## src/rtl/msu_data_fetch.sv

```systemverilog
// MSU data prefetcher: byte-serial MSU reads served from a FIFO of 64-bit DDR burst words.
// Define MSU_FETCH_STATS_EN to add the underrun_cnt output and its saturating counter.
module msu_data_fetch #(
   parameter int unsigned DEPTH_LOG2 = 3,
   parameter logic [28:0] DDR_BASE   = 29'h0C00_0000
) (
   input  logic        clk,
   input  logic        reset,
   input  logic [31:0] data_addr,
   input  logic        data_seek,
   input  logic        data_req,
   output logic [7:0]  data,
   output logic        data_ack,
   output logic [28:0] ddr_addr,
   output logic        ddr_req,
   input  logic        ddr_ack,
   input  logic [63:0] ddr_di,
   output logic        busy
`ifdef MSU_FETCH_STATS_EN
   ,
   output logic [15:0] underrun_cnt
`endif
);

   localparam int unsigned Depth = 1 << DEPTH_LOG2;
   localparam int unsigned CntW  = DEPTH_LOG2 + 1;

   typedef enum logic [1:0] {StIdle, StIssue, StWait} state_e;

   state_e                state_q;
   logic [28:0]           addr_q;
   logic [28:0]           reseek_q;
   logic                  req_q;
   logic                  discard_q;
   logic                  active_q;
   logic                  busy_q;

   logic [63:0]           mem_q [Depth];
   logic [DEPTH_LOG2-1:0] wr_ptr_q;
   logic [DEPTH_LOG2-1:0] rd_ptr_q;
   logic [CntW-1:0]       count_q;
   logic [3:0]            pending_q;
   logic [2:0]            offset_q;
   logic [7:0]            data_q;
   logic                  ack_q;

   logic [28:0]           seek_addr;
   logic                  ddr_done;
   logic                  push;
   logic                  fifo_empty;
   logic                  room;
   logic                  demand;
   logic                  serve;
   logic                  pop;
   logic                  inc;
   logic [63:0]           head;
   logic                  unused_addr_hi;

   assign unused_addr_hi = ^data_addr[31:29];

   assign seek_addr  = DDR_BASE + {data_addr[28:3], 3'b000};
   assign ddr_done   = req_q && ddr_ack;
   // A word returning alongside a seek, or flagged stale by an earlier seek, is dropped.
   assign push       = ddr_done && !discard_q && !data_seek;
   assign fifo_empty = (count_q == '0);
   assign room       = (count_q < CntW'(Depth));
   assign demand     = (pending_q != 4'd0) || data_req;
   assign serve      = demand && !fifo_empty && !data_seek;
   assign pop        = serve && (offset_q == 3'd7);
   assign inc        = data_req && ((pending_q != 4'd15) || serve);
   assign head       = mem_q[rd_ptr_q];

   // Fetch FSM; at most one DDR request outstanding.
   always_ff @(posedge clk) begin
      if (reset) begin
         state_q   <= StIdle;
         req_q     <= 1'b0;
         addr_q    <= DDR_BASE;
         reseek_q  <= DDR_BASE;
         discard_q <= 1'b0;
         active_q  <= 1'b0;
         busy_q    <= 1'b0;
      end else begin
         if (data_seek) begin
            active_q <= 1'b1;
            busy_q   <= 1'b1;
         end else if (push) begin
            busy_q <= 1'b0;
         end

         case (state_q)
            StIdle: begin
               if (data_seek) begin
                  addr_q  <= seek_addr;
                  state_q <= StIssue;
                  req_q   <= 1'b1;
               end else if (active_q && room) begin
                  state_q <= StIssue;
                  req_q   <= 1'b1;
               end
            end
            StIssue, StWait: begin
               if (ddr_done) begin
                  req_q     <= 1'b0;
                  state_q   <= StIdle;
                  discard_q <= 1'b0;
                  if (data_seek) begin
                     addr_q <= seek_addr;
                  end else if (discard_q) begin
                     addr_q <= reseek_q;
                  end else begin
                     addr_q <= addr_q + 29'd8;
                  end
               end else begin
                  state_q <= StWait;
                  // ddr_addr must hold while the request is up; park the new target.
                  if (data_seek) begin
                     discard_q <= 1'b1;
                     reseek_q  <= seek_addr;
                  end
               end
            end
            default: begin
               state_q <= StIdle;
               req_q   <= 1'b0;
            end
         endcase
      end
   end

   always_ff @(posedge clk) begin
      if (push) begin
         mem_q[wr_ptr_q] <= ddr_di;
      end
   end

   // FIFO bookkeeping and the byte serve path.
   always_ff @(posedge clk) begin
      if (reset) begin
         wr_ptr_q  <= '0;
         rd_ptr_q  <= '0;
         count_q   <= '0;
         pending_q <= 4'd0;
         offset_q  <= 3'd0;
         data_q    <= 8'h00;
         ack_q     <= 1'b0;
      end else begin
         ack_q <= serve;
         if (serve) begin
            data_q <= head[{offset_q, 3'b000} +: 8];
         end
         if (data_seek) begin
            wr_ptr_q  <= '0;
            rd_ptr_q  <= '0;
            count_q   <= '0;
            offset_q  <= data_addr[2:0];
            pending_q <= {3'b000, data_req};
         end else begin
            if (push) begin
               wr_ptr_q <= wr_ptr_q + 1'b1;
            end
            if (pop) begin
               rd_ptr_q <= rd_ptr_q + 1'b1;
            end
            count_q <= count_q + CntW'(push) - CntW'(pop);
            if (serve) begin
               offset_q <= offset_q + 3'd1;
            end
            pending_q <= pending_q + 4'(inc) - 4'(serve);
         end
      end
   end

`ifdef MSU_FETCH_STATS_EN
   logic [15:0] urun_q;

   always_ff @(posedge clk) begin
      if (reset || data_seek) begin
         urun_q <= 16'h0000;
      end else if ((pending_q != 4'd0) && fifo_empty && !busy_q && (urun_q != 16'hFFFF)) begin
         urun_q <= urun_q + 16'd1;
      end
   end

   assign underrun_cnt = urun_q;
`endif

   assign data     = data_q;
   assign data_ack = ack_q;
   assign ddr_addr = addr_q;
   assign ddr_req  = req_q;
   assign busy     = busy_q;

endmodule

```

## config.mk

```make
export PLATFORM = sky130hd
export DESIGN_NAME = msu_data_fetch
export DESIGN_NICKNAME = d
export VERILOG_FILES = /design/src/rtl/msu_data_fetch.sv
export SDC_FILE = /design/constraint.sdc
export NUM_CORES = 1
export LEC_CHECK = 0
export BUFFER_PORTS_ARGS = -buffer_cell sky130_fd_sc_hd__buf_4
export CAP_MARGIN = 20
export CORE_MARGIN = 1
export CORE_UTILIZATION = 52
export CTS_CLUSTER_DIAMETER = 100
export CTS_CLUSTER_SIZE = 14
export DETAILED_ROUTE_END_ITERATION = 7
export GPL_TIMING_DRIVEN = 0
export HOLD_SLACK_MARGIN = 0.03
export PLACE_DENSITY = 0.75
export SYNTH_ARGS = -nofsm -noshare
export SYNTH_HDL_FRONTEND = slang
export SYNTH_SLANG_ARGS = --single-unit
```

## constraint.sdc

```tcl
create_clock -name clk -period 6.8 [get_ports clk]
set_clock_uncertainty 0.1 [all_clocks]
set_input_delay 0.34 -clock clk [delete_from_list [all_inputs] [get_ports clk]]
set_output_delay 0.34 -clock clk [all_outputs]
set_load 0.02 [all_outputs]
```

==> out/metrics.cfg <==
[power_and_ir_drop]
p_per_area_nw_per_um2=259
p_clk_frac=0.344
pwr-share-comb=0.097
seq_power_share=0.559
power.switching_w=0.00176
intPower_w=0.00567
swShare=0.237
vdd_drop_max_mv=0.259
totalPowerFinal_w=0.00742
p_leak_nw=9.17

[logic_synthesis]
ys_top_cells_by_area=edfxtp_1, mux4_2, dfxtp_1
avgSynthCellArea_um2=16.6
synth_top_family_by_area=multiplexers
synth_mux_area_frac=0.132
synthAdderAreaFrac=0.00999
synthSimpleGateAreaFrac=0.0558
yosysSeqAreaShare=0.712
synth_xor_area_frac=0.00729
ys_top_cells_by_count=edfxtp_1, mux4_2, nand2_1, mux2i_1, dfxtp_1
ys_ff_latch=599
syn_area_um2=24000
ys_types=64
syn_inst=1447
synth_compound_area_frac=0.0623
synth_flop_cell=edfxtp_1
synth-edff-count=512
async_flop_share=0
yosys_warnings=0
synth_top_area_share=0.640
synth_top_area_cell=edfxtp_1
synthMostInstantiatedCell=edfxtp_1

[cells_and_area]
syn_to_final_growth_pct=19.3
layoutNonFillerInstCount=2388
fillers=3225
multiInputGateArea_um2=6490
nets=1877
drive_above_1_share=0.200
seq_area_um2=17100
design_area_um2=28700

[floorplan]
die_y_um=217
rows=78
start_util=0.529
ios=141
dieArea_um2=47100
die_w_um=217
coreArea_um2=45500

[clock_network]
cts_buffer_depth=3
cts_tree=done
clk_pin_slew_ps=70
clockRootBuffer=clkbuf_16
cts_buffers=48
clk_latency_ps=610
cts_resized=0
clock_sinks=599
htree_levels=2
post-cts-setup-buffers=0

[global_routing]
antenna_found_initial=2
gr-total-overflow=0
grt_max_degree=27
grt_pass1_vias=14458
grt_pass1_wl_um=88000
grtUsageTotal=0.250

[detailed_routing]
remaining_drc_errors=0
wire_per_inst_um=24.3
first_pass_iters=5
drtAntennaViolNets=0
drt_wl_total_um=58100
first_iter_violations=1634
routed-via-count=14612
via_per_inst=6.12

[outcome]
outcome=finished clean

[placement]
placed_area_um2=26400
numPortBuffers=133
placed_cells=2213
globalplace.congestion=0.914
hpwl_um=38000

[sta]
hold_violations=0
period_needed_ps=3780
fmax_mhz=265
holdWs_ps=143
finalCritPeriodShare=0.556
tightest_slew_ps=939
tns_ps=0
rsz0062_at_grt=no
setup_viol=0
drv_slew=0
max_slew_margin=0.371

[min_path]
hold_path_class=primary input to register

[setup_path]
path_max_fanout=10
critPathRequiredTime_ps=7160
startpoint_type=register
arrival_ps=4140
worstSetupEndpointType=register
path_class=register to register

[job]
maxCapViolations=0

==> metal layers <==
metal	vias to the layer above	GRT usage	routed length [um]
li1	6356	-	-
met1	7486	0.357	24500
met2	660	0.398	27700
met3	110	0.0320	3960
met4	0	0.0913	1980
met5	-	0	0
==> cells in the final DEF (no fill, tap or decap), drive strengths merged, types with 4 or more instances in the layout <==
cell type    instances
buf                202
a2111oi              9
a31oi                8
clkbuf             126
dfxtp               87
edfxtp             512
mux4                96
a41oi                7
or4                 12
a22oi               46
dlygate4sd3         95
a211oi              15
nand4                8
xnor2               12
or3                  8
a311oi               4
o21ai               21
nand3               31
a22o                 9
xor2                 8
a21o                 7
mux2i               90
o211ai               5
nand2b               9
nor2b               14
nor3                16
nand2               96
a21oi               63
nor4                 5
inv                 23
mux2                10
nor2                66
a221oi               4
ha                  16
==> cell families (layout without fill, tap and decap cells) <==
logic type / count (synthesis) / in the layout
adders and majority gates: 18 / 18
AOI/OAI and AO/OA: 219 / 219
xor gates and xnor gates: 20 / 20
other: 1 / 6
muxes: 196 / 196
DFF: 599 / 599
and+or+nand+nor: 282 / 282
buffers and inverters: 112 / 448
==> power by group through the flow <==
| stage | sequential (W) | combinational, W | clock, W |
|---|---|---|---|
| after CTS | 0.00415 | 0.000712 | 0.00259 |
| after detailed placement | 0.00423 | 0.000662 | 0 |
| after global placement | 0.00423 | 0.000638 | 0 |
| after floorplan | 0.00426 | 0.000324 | 0 |
| final | 0.00415 | 0.000721 | 0.00255 |
| after global routing | 0.00416 | 0.000776 | 0.00272 |
==> stage by stage <==
| stage | worst slack, ps | utilization |
|---|---|---|
| after floorplan | 597 | - |
| after global placement | -4170 | 0.567 |
| after detailed placement | 3030 | 0.579 |
| after CTS | 3010 | 0.630 |
| after global routing | 2890 | 0.630 |
| final | 3020 | 0.630 |
==> worst max-delay path, cell delays in order (launching register included) <==
cell and delay (ps):
dfxtp_1 300, buf_2 190, clkbuf_1 660, buf_1 700, mux4_2 410, a22oi_1 370, a41oi_1 330, or4_1 590
==> flip-flops by register name (all words and copies together) (netlist names), named ones only <==
name,cells
mem_q,512
ddr_addr,26
reseek_q,26
data,8
count_q,4
pending_q,4
offset_q,3
rd_ptr_q,3
wr_ptr_q,3
state_q,2
active_q,1
busy,1
data_ack,1
ddr_req,1
discard_q,1
==> path summary, 6_finish.rpt <==
check	endpoint	cells after the start	slack [ps]	from
setup reg to reg	data[4]	7	3020	register
setup / recovery	data[4]	7	3020	register
hold / removal	count_q[0]	3	140	data_seek
hold reg to reg	reseek_q[12]	2	350	reseek_q[12]
==> final cells by class <==
cell class	instances	share of cell area
clock inverter	3	0.00192
timing repair buffer	259	0.0856
inverter	22	0.00288
multi-input combinational	738	0.227
tap	600	0.0262
sequential	599	0.597
clock buffer	74	0.0453
antenna	3	0.000262
buffer	90	0.0141
==> repair_timing <==
| action | in CTS | in global routing |
|---|---|---|
| endpoints found under the setup margin | 0 | 0 |
| hold buffers | 95 | 0 |
| hold endpoints to repair | 557 | 0 |
No activity file was read; power rests on OpenSTA's default activity.
